[src/rtl/sum_frame_accumulator_if.sv]
// rtl/sum_frame_accumulator_if.sv - sample-in / frame-result-out handshake bundle
interface sum_frame_accumulator_if #(
  parameter int IN_W  = 5,
  parameter int ACC_W = 12
);
  logic             in_valid;
  logic             in_ready;
  logic [IN_W-1:0]  in_sum;
  logic             out_valid;
  logic             out_ready;
  logic [ACC_W-1:0] out_total;
  logic [IN_W-1:0]  out_max;
  logic             out_overflow;

  // Driver of samples and consumer of frame results
  modport master (
    output in_valid, in_sum, out_ready,
    input  in_ready, out_valid, out_total, out_max, out_overflow
  );

  // The accumulator itself
  modport slave (
    input  in_valid, in_sum, out_ready,
    output in_ready, out_valid, out_total, out_max, out_overflow
  );
endinterface

[src/rtl/sum_frame_accumulator.sv]
// rtl/sum_frame_accumulator.sv - frame accumulator of adder sums: saturating total, max, overflow
module sum_frame_accumulator #(
  parameter int IN_W  = 5,
  parameter int ACC_W = 12,
  parameter int COUNT = 8
) (
  input  logic                    clk,
  input  logic                    rst_n,
  input  logic                    start,
  output logic                    busy,
  sum_frame_accumulator_if.slave  bus
);
  localparam int CNT_W = $clog2(COUNT + 1);
  localparam int SUM_W = ACC_W + 1;

  typedef enum logic [1:0] {
    S_IDLE  = 2'd0,
    S_ACCUM = 2'd1,
    S_HOLD  = 2'd2
  } state_t;

  state_t           state_q, state_d;
  logic [CNT_W-1:0] cnt_q, cnt_d;
  logic [ACC_W-1:0] total_q, total_d;
  logic [IN_W-1:0]  max_q, max_d;
  logic             ovf_q, ovf_d;
  logic             out_valid_q, out_valid_d;

  logic             accept;
  logic [SUM_W-1:0] sum_ext;

  assign accept  = (state_q == S_ACCUM) && bus.in_valid;
  // One extra bit so the carry out of the total is visible for saturation
  assign sum_ext = {1'b0, total_q} + SUM_W'(bus.in_sum);

  // Next-state and datapath update; start only matters in IDLE
  always_comb begin
    state_d = state_q;
    cnt_d   = cnt_q;
    total_d = total_q;
    max_d   = max_q;
    ovf_d   = ovf_q;
    case (state_q)
      S_IDLE: begin
        if (start) begin
          state_d = S_ACCUM;
          cnt_d   = '0;
          total_d = '0;
          max_d   = '0;
          ovf_d   = 1'b0;
        end
      end
      S_ACCUM: begin
        if (accept) begin
          cnt_d   = cnt_q + CNT_W'(1);
          total_d = sum_ext[ACC_W] ? {ACC_W{1'b1}} : sum_ext[ACC_W-1:0];
          ovf_d   = ovf_q | sum_ext[ACC_W];
          max_d   = (bus.in_sum > max_q) ? bus.in_sum : max_q;
          if (cnt_q == CNT_W'(COUNT - 1)) begin
            state_d = S_HOLD;
          end
        end
      end
      S_HOLD: begin
        if (bus.out_ready) begin
          state_d = S_IDLE;
        end
      end
      default: state_d = S_IDLE;
    endcase
    out_valid_d = (state_d == S_HOLD);
  end

  // State register
  always_ff @(posedge clk or negedge rst_n) begin
    if (!rst_n) begin
      state_q <= S_IDLE;
    end else begin
      state_q <= state_d;
    end
  end

  // Frame datapath and registered result-valid flag
  always_ff @(posedge clk or negedge rst_n) begin
    if (!rst_n) begin
      cnt_q       <= '0;
      total_q     <= '0;
      max_q       <= '0;
      ovf_q       <= 1'b0;
      out_valid_q <= 1'b0;
    end else begin
      cnt_q       <= cnt_d;
      total_q     <= total_d;
      max_q       <= max_d;
      ovf_q       <= ovf_d;
      out_valid_q <= out_valid_d;
    end
  end

  assign bus.in_ready     = (state_q == S_ACCUM);
  assign bus.out_valid    = out_valid_q;
  assign bus.out_total    = total_q;
  assign bus.out_max      = max_q;
  assign bus.out_overflow = ovf_q;
  assign busy             = (state_q != S_IDLE);
endmodule
[src/flat_wrapper.sv]
// flat-port wrapper written by rule: the top's interface ports become plain ports
module sum_frame_accumulator_flat 
#(
  parameter int IN_W  = 5,
  parameter int ACC_W = 12,
  parameter int COUNT = 8
)
  (clk, rst_n, start, busy, bus_in_valid, bus_in_sum, bus_out_ready, bus_in_ready, bus_out_valid, bus_out_total, bus_out_max, bus_out_overflow);
  sum_frame_accumulator_if #(.IN_W(IN_W), .ACC_W(ACC_W)) bus_i ();
  input  logic clk;
  input  logic rst_n;
  input  logic start;
  output logic busy;
  input wire logic [$bits(bus_i.in_valid)-1:0] bus_in_valid;
  input wire logic [$bits(bus_i.in_sum)-1:0] bus_in_sum;
  input wire logic [$bits(bus_i.out_ready)-1:0] bus_out_ready;
  output wire logic [$bits(bus_i.in_ready)-1:0] bus_in_ready;
  output wire logic [$bits(bus_i.out_valid)-1:0] bus_out_valid;
  output wire logic [$bits(bus_i.out_total)-1:0] bus_out_total;
  output wire logic [$bits(bus_i.out_max)-1:0] bus_out_max;
  output wire logic [$bits(bus_i.out_overflow)-1:0] bus_out_overflow;
  assign bus_i.in_valid = bus_in_valid;
  assign bus_i.in_sum = bus_in_sum;
  assign bus_i.out_ready = bus_out_ready;
  assign bus_in_ready = bus_i.in_ready;
  assign bus_out_valid = bus_i.out_valid;
  assign bus_out_total = bus_i.out_total;
  assign bus_out_max = bus_i.out_max;
  assign bus_out_overflow = bus_i.out_overflow;
  sum_frame_accumulator #(.IN_W(IN_W), .ACC_W(ACC_W), .COUNT(COUNT)) u_core (.clk(clk), .rst_n(rst_n), .start(start), .busy(busy), .bus(bus_i));
endmodule
[config.mk]
export PLATFORM = sky130hd
export DESIGN_NAME = sum_frame_accumulator_flat
export DESIGN_NICKNAME = d
export VERILOG_FILES = /design/src/rtl/sum_frame_accumulator_if.sv /design/src/rtl/sum_frame_accumulator.sv /design/src/flat_wrapper.sv
export SDC_FILE = /design/constraint.sdc
export NUM_CORES = 1
export LEC_CHECK = 0
export BUFFER_PORTS_ARGS = -buffer_cell sky130_fd_sc_hd__buf_2
export CORE_MARGIN = 4
export CORE_UTILIZATION = 35
export CTS_BUF_LIST = sky130_fd_sc_hd__clkbuf_8
export CTS_CLUSTER_DIAMETER = 30
export CTS_CLUSTER_SIZE = 14
export DETAILED_ROUTE_END_ITERATION = 7
export PLACE_DENSITY = 0.64
export RECOVER_POWER = 50
export REMOVE_ABC_BUFFERS = 1
export SYNTH_ARGS = -nofsm -noshare
export SYNTH_HDL_FRONTEND = slang
export SYNTH_SLANG_ARGS = --single-unit
export TNS_END_PERCENT = 100
[constraint.sdc]
create_clock -name clk -period 2 [get_ports clk]
set_clock_uncertainty 0.05 [all_clocks]
set_input_delay 0 -clock clk [delete_from_list [all_inputs] [get_ports clk]]
set_output_delay 0 -clock clk [all_outputs]
set_load 0.01 [all_outputs]
==> impl_metrics.env, run 1 <==
export IMPL_outcome="completed"
export IMPL_dieArea_mm2=0.00549
export IMPL_fmaxAchievable_ghz=0.508
export IMPL_initialDrtViolationCount=67
export IMPL_worstPathArrival_ps=2070
export IMPL_viasPerCell=5.36
export IMPL_cp_start_kind="input port"
export IMPL_clockBufferDepth=2
export IMPL_setup_tns_ps=0
export IMPL_io_pins=31
export IMPL_dpl_cell_count=245
export IMPL_synth_area_mm2=0.00153
export IMPL_max_cap_violations=0
export IMPL_grt_pass1_vias=1344
export IMPL_max_slew_margin_rel_pct=6.97
export IMPL_dieWidth_um=74.1
export IMPL_yosysUniqueCellTypes=46
export IMPL_synth_edf_count=0
export IMPL_async_flop_share_pct=100
export IMPL_r2r_cells=7
export IMPL_grt_antenna_before_repair=0
export IMPL_place_hpwl_um=2650
export IMPL_path_max_fanout=4
export IMPL_synth_ff_latch_count=25
export IMPL_syn_inst=151
export IMPL_crit_required_ps=2100
export IMPL_seq_area_frac_synth_pct=40.9
export IMPL_power_density_mw_per_mm2=1290
export IMPL_drive_gt1_share_pct=30.3
export IMPL_clock_root_buffer="clkbuf_8"
export IMPL_critPathKind="in2reg"
export IMPL_finalMaxSlewViolations=0
export IMPL_fin_crit_ps=1970
export IMPL_cts_tree="done"
export IMPL_rsz0062_at_grt="yes"
export IMPL_hold_depth=3
export IMPL_syn2layout_area_growth_pct=33.9
export IMPL_p_leak_nw=0.994
export IMPL_core_mm2=0.00412
export IMPL_first_pass_iters=4
export IMPL_period_share_pct=98.5
export IMPL_layout_commonest_cell="dfrtp_1"
export IMPL_grt_pass1_wl_um=6040
export IMPL_end_kind="flip-flop"
export IMPL_start_util_pct=37.2
export IMPL_r2r_setup_slack_ps=30
export IMPL_synthFlopType="dfrtp_1"
export IMPL_insertion_delay_ps=270
export IMPL_grt_max_degree=26
export IMPL_final_cell_mix="25 x dfrtp_1, 21 x buf_2, 17 x nand2_1, 17 x buf_4"
export IMPL_finalHoldViolCount=0
export IMPL_route_detailed_drc=0
export IMPL_finalSetupViolations=0
export IMPL_yosysWarnings=0
export IMPL_path_clk_slew_ps=90
export IMPL_vdd_drop_max_v=0.000315
export IMPL_clock_sinks=25
export IMPL_hp_class="in2reg"
export IMPL_ant_nets=0
export IMPL_htree_levels=1
export IMPL_track_usage_pct=13.9
export IMPL_vias=1384
export IMPL_instances_no_fill=258
export IMPL_port_buffers=30
export IMPL_antenna_cells=0
export IMPL_grt_ovfl_total=0
export IMPL_routed_wl_um=3760
export IMPL_place_congestion=0.868
export IMPL_dieHeight_um=74.1
export IMPL_syn_avg_cell_area_um2=10.1
export IMPL_rows=23
export IMPL_fin_nets=231
export IMPL_wl_per_cell_um=14.6
export IMPL_numCtsBuffers=3
export IMPL_worstMarginPinSlew_ps=1400
-- report_power, final --
| part | internal (mW) | total, mW | switching [mW] |
|---|---|---|---|
| Sequential | 0.676 | 0.837 | 0.162 |
| Combinational | 0.714 | 1.51 | 0.797 |
| Clock | 0.137 | 0.295 | 0.158 |
| Total | 1.53 | 2.64 | 1.12 |
-- cells by family (layout without fill, tap and decap cells) --
logic type	after synthesis	in the layout	synth area share, %
buffers and inverters	12	68	3.43
XOR/XNOR	4	4	2.29
AO/OA/AOI/OAI	38	38	18.5
flip-flops	25	25	40.9
multiplexers	6	6	3.92
AND/OR/NAND/NOR	54	55	20.7
adder cells (fa/ha/maj)	12	12	10.3
-- flip-flops by register name (all words and copies together) (netlist names) --
| signal | count |
|---|---|
| u_core.bus.out_valid | 1 |
| u_core.bus.out_overflow | 1 |
| u_core.state_q | 2 |
| u_core.cnt_q | 4 |
| u_core.bus.out_total | 12 |
| u_core.bus.out_max | 5 |
-- metrics by stage --
step	util [%]	instance area (µm²)	hold slack (ps)	power, mW	setup WS (ps)
6_report	49.8	2050	153	2.64	30.6
5_1_grt	49.8	2050	187	2.87	-21.1
4_1_cts	48.3	1990	144	2.61	0.622
3_5_place_dp	45.0	1850	-14.8	2.27	-128
3_3_place_gp	45.0	1850	-22.9	2.24	-93.4
2_1_floorplan	-	1520	-346	1.72	-172
-- worst max-delay path, stage by stage --
cell	delay, ps
dlygate4sd3_1	540
buf_4	160
ha_4	160
fa_2	360
a211oi_2	210
o21bai_2	130
nor2b_4	150
o41ai_2	270
a21oi_1	90
-- repair_timing --
action / in CTS / in global routing
pin swaps: 2 / 13
hold buffers: 7 / 0
gates cloned: 0 / 1
endpoints found under the setup margin: 10 / 8
resized for setup: 4 / 11
endpoints found under the hold margin: 32 / 0
buffers inserted: 0 / 1
-- path summary, 6_finish.rpt --
check	from	endpoint
max	bus_in_sum[0]	u_core.bus.out_total[11]
min	bus_in_valid	u_core.state_q[0]
max reg2reg	u_core.bus.out_total[0]	u_core.bus.out_total[11]
min reg2reg	u_core.bus.out_overflow	u_core.bus.out_overflow
max in group asynchronous	rst_n	u_core.state_q[1]
min in group asynchronous	rst_n	u_core.bus.out_max[4]
-- cell type report --
cell class                      instances  area, µm²
Multi-Input combinational cell        115        928
Tap cell                               50       62.6
Fill cell                             388       2070
Inverter                               10       42.5
Clock buffer                            3       41.3
Timing Repair Buffer                   54        344
Clock inverter                          1       3.75
Sequential cell                        25        626
-- routing by layer --
metal	share of wire, %	global-route usage, %
met5	0	0
met4	0.48	3.42
met2	46	22.5
met3	4.9	2.16
met1	48	19.4
-- cell usage after synthesis (2+ instances only) --
cell / number / area share [%]
a211oi_1: 2 / 0.98
a21o_1: 2 / 0.98
a21oi_1: 7 / 2.3
a221o_1: 5 / 3.3
a22o_1: 2 / 1.1
buf_2: 2 / 0.65
dfrtp_1: 25 / 41
ha_1: 11 / 9.0
inv_1: 9 / 2.2
mux2i_1: 6 / 3.9
nand2_1: 17 / 4.2
nand3_1: 6 / 2.0
nand3b_1: 3 / 1.5
nand4_1: 2 / 0.82
nand4b_1: 2 / 1.1
nor2_1: 9 / 2.2
o211ai_1: 2 / 0.98
o21ai_0: 9 / 2.9
xor2_1: 3 / 1.7
Power figures use the tool's default switching activity.
==> run 2, diff against run 1 <==
--- a/config.mk
+++ b/config.mk
@@ -5,6 +5,7 @@
 export SDC_FILE = /design/constraint.sdc
 export NUM_CORES = 1
 export LEC_CHECK = 0
+export ABC_AREA = 1
 export BUFFER_PORTS_ARGS = -buffer_cell sky130_fd_sc_hd__buf_2
 export CORE_MARGIN = 4
 export CORE_UTILIZATION = 35
@@ -12,7 +13,7 @@
 export CTS_CLUSTER_DIAMETER = 30
 export CTS_CLUSTER_SIZE = 14
 export DETAILED_ROUTE_END_ITERATION = 7
-export PLACE_DENSITY = 0.64
+export PLACE_DENSITY = 0.61
 export RECOVER_POWER = 50
 export REMOVE_ABC_BUFFERS = 1
 export SYNTH_ARGS = -nofsm -noshare
==> constraint.sdc (replaced) <==
create_clock -name clk -period 2.55 [get_ports clk]
set_clock_uncertainty 0.05 [all_clocks]
set_input_delay 0 -clock clk [delete_from_list [all_inputs] [get_ports clk]]
set_output_delay 0 -clock clk [all_outputs]
set_load 0.01 [all_outputs]
==> impl_metrics.env, run 2 <==
export IMPL_outcome="completed"
export IMPL_finalSetupViolations=0
export IMPL_crit_start="u_core.bus.out_total[0]"
export IMPL_rsz0062_at_grt="no"
export IMPL_syn_avg_cell_area_um2=7.52
export IMPL_finish_utilization_pct=42.8
export IMPL_ant_nets=0
export IMPL_rows=25
export IMPL_largest_reg_flops=12
export IMPL_place_hpwl_um=2970
export IMPL_synth_area_top_cells="dfrtp_1 37%, nand2_1 16%, nand3_1 11%, ha_1 8.1%, inv_1 6.0%"
export IMPL_grt_pass1_wl_um=6760
export IMPL_grt_ovfl_total=0
export IMPL_p_sw_mw=0.884
export IMPL_finalMaxSlewViolations=0
export IMPL_synth_common_cells="73 x nand2_1, 38 x nand3_1, 27 x inv_1"
export IMPL_reg2reg_from="u_core.bus.out_total[0]"
export IMPL_track_usage_pct=14.0
export IMPL_combPwrFrac_pct=52.6
export IMPL_worstMarginPinSlew_ps=1360
export IMPL_place_congestion=0.861
export IMPL_critPathKind="reg2reg"
export IMPL_yosys_area_top_type="dfrtp_1"
export IMPL_synth_ff_latch_count=25
export IMPL_internal_power_mw=1.03
export IMPL_synth_edf_count=0
export IMPL_synth_most_common_cell="nand2_1"
export IMPL_p_leak_nw=1.12
export IMPL_max_slew_margin_rel_pct=9.58
export IMPL_dieWidth_um=77.5
export IMPL_grt_antenna_before_repair=0
export IMPL_worstPathArrival_ps=2050
export IMPL_drive_gt1_share_pct=14.7
export IMPL_yosysUniqueCellTypes=27
export IMPL_layout_commonest_cell="nand2_1"
export IMPL_final_cell_mix="73 x nand2_1, 38 x nand3_1, 27 x inv_1, 25 x dfrtp_1, 19 x buf_2"
export IMPL_power_density_mw_per_mm2=953
export IMPL_wl_per_cell_um=12.3
export IMPL_end_kind="flip-flop"
export IMPL_setup_tns_ps=0
export IMPL_fin_nets=288
export IMPL_core_mm2=0.00469
export IMPL_period_share_pct=76.1
export IMPL_io_pins=31
export IMPL_synth_area_mm2=0.00169
export IMPL_path_max_fanout=9
export IMPL_fin_crit_ps=1940
export IMPL_antenna_cells=0
export IMPL_clock_sinks=25
export IMPL_vias=1546
export IMPL_grt_pass1_vias=1422
export IMPL_finalHoldViolCount=0
export IMPL_path_clk_slew_ps=90
export IMPL_dieArea_mm2=0.00601
export IMPL_insertion_delay_ps=270
export IMPL_cp_start_kind="flip-flop"
export IMPL_hp_class="in2reg"
export IMPL_vdd_drop_max_v=0.000391
export IMPL_async_flop_share_pct=100
export IMPL_htree_levels=1
export IMPL_syn2layout_area_growth_pct=18.6
export IMPL_initialDrtViolationCount=72
export IMPL_swShare_pct=46.2
export IMPL_route_detailed_drc=0
export IMPL_synthFlopType="dfrtp_1"
export IMPL_syn_inst=225
export IMPL_routed_wl_um=3920
export IMPL_cts_tree="done"
export IMPL_port_buffers=30
export IMPL_yosysWarnings=0
export IMPL_viasPerCell=4.85
export IMPL_max_cap_violations=0
export IMPL_crit_required_ps=2660
export IMPL_seq_power_share_pct=34.8
export IMPL_seq_area_frac_synth_pct=37.0
export IMPL_clockBufferDepth=2
export IMPL_start_util_pct=36.1
export IMPL_fmaxAchievable_ghz=0.515
export IMPL_p_clk_share_pct=12.6
export IMPL_fillCellCount=501
export IMPL_first_pass_iters=4
export IMPL_grt_max_degree=26
export IMPL_dieHeight_um=77.5
export IMPL_yosys_area_top_type_share_pct=37.0
export IMPL_post_cts_buffers=0
export IMPL_clock_root_buffer="clkbuf_8"
export IMPL_numCtsBuffers=3
export IMPL_hp_start="start"
-- run 2: timing repair --
action                                 4_1_cts  5_1_grt
endpoints found under the hold margin       32        0
resized for setup                            0        0
hold buffers                                 7        0
-- run 2: power groups by stage --
| stage | sequential, mW | combinational, mW | clock [mW] |
|---|---|---|---|
| 5_1_grt | 0.693 | 1.16 | 0.276 |
| 4_1_cts | 0.668 | 1.04 | 0.252 |
| 3_3_place_gp | 0.672 | 1.02 | 0 |
| 6_report | 0.666 | 1.01 | 0.241 |
| 2_1_floorplan | 0.697 | 0.699 | 0 |
| 3_5_place_dp | 0.676 | 1.02 | 0 |
-- run 2: cell families (layout without fill, tap and decap cells) --
group | Yosys count | in the layout | share of synthesized area (%)
AO/OA/AOI/OAI | 14 | 14 | 4.88
adder cells (fa/ha/maj) | 12 | 12 | 9.31
buffers and inverters | 31 | 71 | 6.95
multiplexers | 1 | 1 | 0.591
AND/OR/NAND/NOR | 139 | 139 | 39.8
XOR/XNOR | 3 | 3 | 1.55
flip-flops | 25 | 25 | 37.0
-- run 2: worst max-delay path, stage by stage (launching register included) --
cell and delay (ps):
dfrtp_1 410, ha_1 250, fa_1 440, nand2_1 80, nand3_1 100, nand4_1 130, nand2_2 120, nand2_4 140
o211ai_1 100
-- run 2: layout make-up --
type | instances | area, µm² | area share (%)
multi-input combinational | 169 | 950 | 47.3
clock buffer | 3 | 41.3 | 2.06
timing repair buffer | 37 | 206 | 10.3
tap | 54 | 67.6 | 3.36
sequential | 25 | 626 | 31.2
clock inverter | 1 | 5.00 | 0.249
inverter | 30 | 113 | 5.61
-- run 2: through the flow --
step                      power (mW)  instances  hold WS [ps]  worst slack (ps)  instance area (µm²)
after floorplan                 1.40        224          -346               751                 1690
after global placement          1.69        308         -15.2               686                 1910
after detailed placement        1.70        308         -8.88               605                 1910
after CTS                       1.95        319          29.5               589                 2020
after global routing            2.12        319          41.5               471                 2010
final                           1.91        319          31.8               609                 2010
-- run 2: routing by layer --
| metal | wire length, µm | global-route usage, % | part of all wire (%) |
|---|---|---|---|
| met3 | 171 | 3.36 | 4.4 |
| met5 | 0 | 0 | 0 |
| met1 | 2020 | 20.3 | 51 |
| met2 | 1710 | 21.3 | 44 |
| met4 | 23 | 2.67 | 0.59 |
-- run 2: worst paths after layout --
kind / slack [ps] / depth (start not counted) / end
worst max-delay path: 610 / 8 / u_core.bus.out_total[2]
worst min-delay path: 30 / 4 / u_core.cnt_q[3]
worst max register to register: 610 / 8 / u_core.bus.out_total[2]
worst min register to register: 460 / 1 / u_core.cnt_q[0]
max in group asynchronous: 1150 / 2 / u_core.bus.out_total[0]
min in group asynchronous: 500 / 2 / u_core.bus.out_max[4]
==> run 3, diff against run 2 <==
==> constraint.sdc (replaced) <==
create_clock -name clk -period 1.8 [get_ports clk]
set_clock_uncertainty 0.05 [all_clocks]
set_input_delay 0 -clock clk [delete_from_list [all_inputs] [get_ports clk]]
set_output_delay 0 -clock clk [all_outputs]
set_load 0.01 [all_outputs]
==> impl_metrics.env, run 3 (same netlist as run 2, synthesis figures left out) <==
export IMPL_final_cell_mix="73 x nand2_1, 37 x nand3_1, 27 x inv_1, 25 x dfrtp_1, 21 x buf_2"
export IMPL_finalSetupViolations=0
export IMPL_place_area_mm2=0.00194
export IMPL_seq_power_share_pct=33.7
export IMPL_dieArea_mm2=0.00601
export IMPL_path_clk_slew_ps=100
export IMPL_io_pins=31
export IMPL_hp_start="start"
export IMPL_fmaxAchievable_ghz=0.588
export IMPL_crit_required_ps=1900
export IMPL_track_usage_pct=14.3
export IMPL_initialDrtViolationCount=50
export IMPL_port_buffers=30
export IMPL_crit_start="u_core.bus.out_total[0]"
export IMPL_finish_utilization_pct=44.5
export IMPL_setup_slack_ps=98.2
export IMPL_reg2reg_from="u_core.bus.out_total[0]"
export IMPL_grt_ovfl_total=0
export IMPL_fillCellCount=496
export IMPL_insertion_delay_ps=280
export IMPL_clock_sinks=25
export IMPL_antenna_cells=0
export IMPL_rows=25
export IMPL_p_leak_nw=1.17
export IMPL_reg2reg_to="u_core.bus.out_total[2]"
export IMPL_combPwrFrac_pct=54.0
export IMPL_period_share_pct=94.5
export IMPL_cp_start_kind="flip-flop"
export IMPL_grt_antenna_before_repair=0
export IMPL_outcome="completed"
export IMPL_route_detailed_drc=0
export IMPL_crit_path_end="u_core.bus.out_total[2]"
export IMPL_syn2layout_area_growth_pct=23.2
export IMPL_fin_nets=294
export IMPL_ant_nets=0
export IMPL_r2r_cells=8
export IMPL_path_max_fanout=6
export IMPL_instances_no_fill=325
export IMPL_hp_class="in2reg"
export IMPL_start_util_pct=36.1
export IMPL_finalMaxSlewViolations=0
export IMPL_rsz0062_at_grt="no"
export IMPL_dpl_cell_count=313
export IMPL_max_cap_violations=0
export IMPL_critPathKind="reg2reg"
export IMPL_place_hpwl_um=3060
export IMPL_post_cts_buffers=0
export IMPL_layout_commonest_cell="nand2_1"
export IMPL_htree_levels=1
export IMPL_worstMarginPinSlew_ps=655
export IMPL_vias=1583
export IMPL_cts_tree="done"
export IMPL_finalInstanceArea_mm2=0.00209
export IMPL_grt_pass1_vias=1530
export IMPL_swShare_pct=46.0
export IMPL_dieWidth_um=77.5
export IMPL_p_clk_share_pct=12.3
export IMPL_internal_power_mw=1.52
export IMPL_finalHoldViolCount=0
export IMPL_dieHeight_um=77.5
export IMPL_first_pass_iters=4
export IMPL_max_slew_margin_rel_pct=56.4
export IMPL_p_sw_mw=1.30
export IMPL_clockBufferDepth=2
export IMPL_viasPerCell=4.87
export IMPL_r2r_setup_slack_ps=100
export IMPL_fin_hold_ws_ps=4.57
export IMPL_clock_root_buffer="clkbuf_8"
export IMPL_place_ws_ps=-14.1
export IMPL_numCtsBuffers=3
export IMPL_place_congestion=0.876
export IMPL_core_mm2=0.00469
export IMPL_end_kind="flip-flop"
export IMPL_grt_max_degree=26
export IMPL_grt_pass1_wl_um=6920
export IMPL_drive_gt1_share_pct=19.6
export IMPL_fin_crit_ps=1700
export IMPL_worstPathArrival_ps=1810
export IMPL_largest_reg_flops=12
export IMPL_wl_per_cell_um=12.7
export IMPL_power_density_mw_per_mm2=1350
export IMPL_routed_wl_um=4120
export IMPL_vdd_drop_max_v=0.000370
==> run 3: changes by cell type in the layout (fill, tap and decap cells not counted), sizes merged <==
cell / delta
nand2: +1
buf: +7
clkinv: -1
clkinvlp: +1
clkbuf: -2
==> run 3: worst max-delay path, stage by stage (launching register included) <==
cell	delay [ps]
dfrtp_1	390
ha_2	200
fa_2	330
nand2_1	80
nand3_2	80
nand4_1	140
nand2_4	120
nand2_4	110
o211ai_1	80
==> run 3: worst min path at each step <==
stage / end / slack (ps) / depth (start not counted)
finish: u_core.state_q[0] / 5 / 3
global placement: u_core.bus.out_max[4] / -10 / 1
detailed placement: u_core.bus.out_max[4] / -20 / 1
global route: u_core.state_q[0] / 40 / 3
floorplan: u_core.bus.out_max[0] / -350 / 0
CTS: u_core.state_q[0] / 2 / 3
==> run 3: area by class of cell <==
class / count / area, µm² / share of cell area (%)
inverters: 30 / 113 / 5.40
flip-flops and latches: 25 / 626 / 30.0
repair buffers: 42 / 248 / 11.9
multi-input cells: 170 / 983 / 47.2
clock buffers: 3 / 41.3 / 1.98
well taps: 54 / 67.6 / 3.24
clock inverters: 1 / 7.51 / 0.360
==> run 3: power by group through the flow <==
stage                     sequential (mW)  combinational (mW)  clock [mW]
final                               0.949                1.52       0.348
after global routing                0.979                1.75       0.377
after CTS                           0.945                1.55       0.361
after detailed placement            0.955                1.52           0
after global placement              0.950                1.50           0
after floorplan                     0.988               0.991           0
==> run 3: through the flow <==
step                setup TNS [ps]  power, mW
detailed placement           -21.5       2.47
global route                     0       3.10
finish                           0       2.82
floorplan                        0       1.98
global placement                 0       2.45
CTS                              0       2.85
==> run 3: repair_timing <==
| action | 4_1_cts | 5_1_grt |
|---|---|---|
| pin swaps | 2 | 2 |
| hold buffers | 7 | 0 |
| gates resized for setup | 4 | 3 |
| endpoints found under the hold margin | 32 | 0 |
| setup endpoints to repair | 8 | 11 |
| gates cloned | 1 | 0 |
==> run 3: per-layer routing <==
metal  up-vias  GRT usage (%)  share of wire (%)
met4         0           4.80                1.2
met5         -              0                  0
li1        817              -                  -
met3         5           1.86                3.6
met1       725           19.5                 51
met2        36           23.4                 44
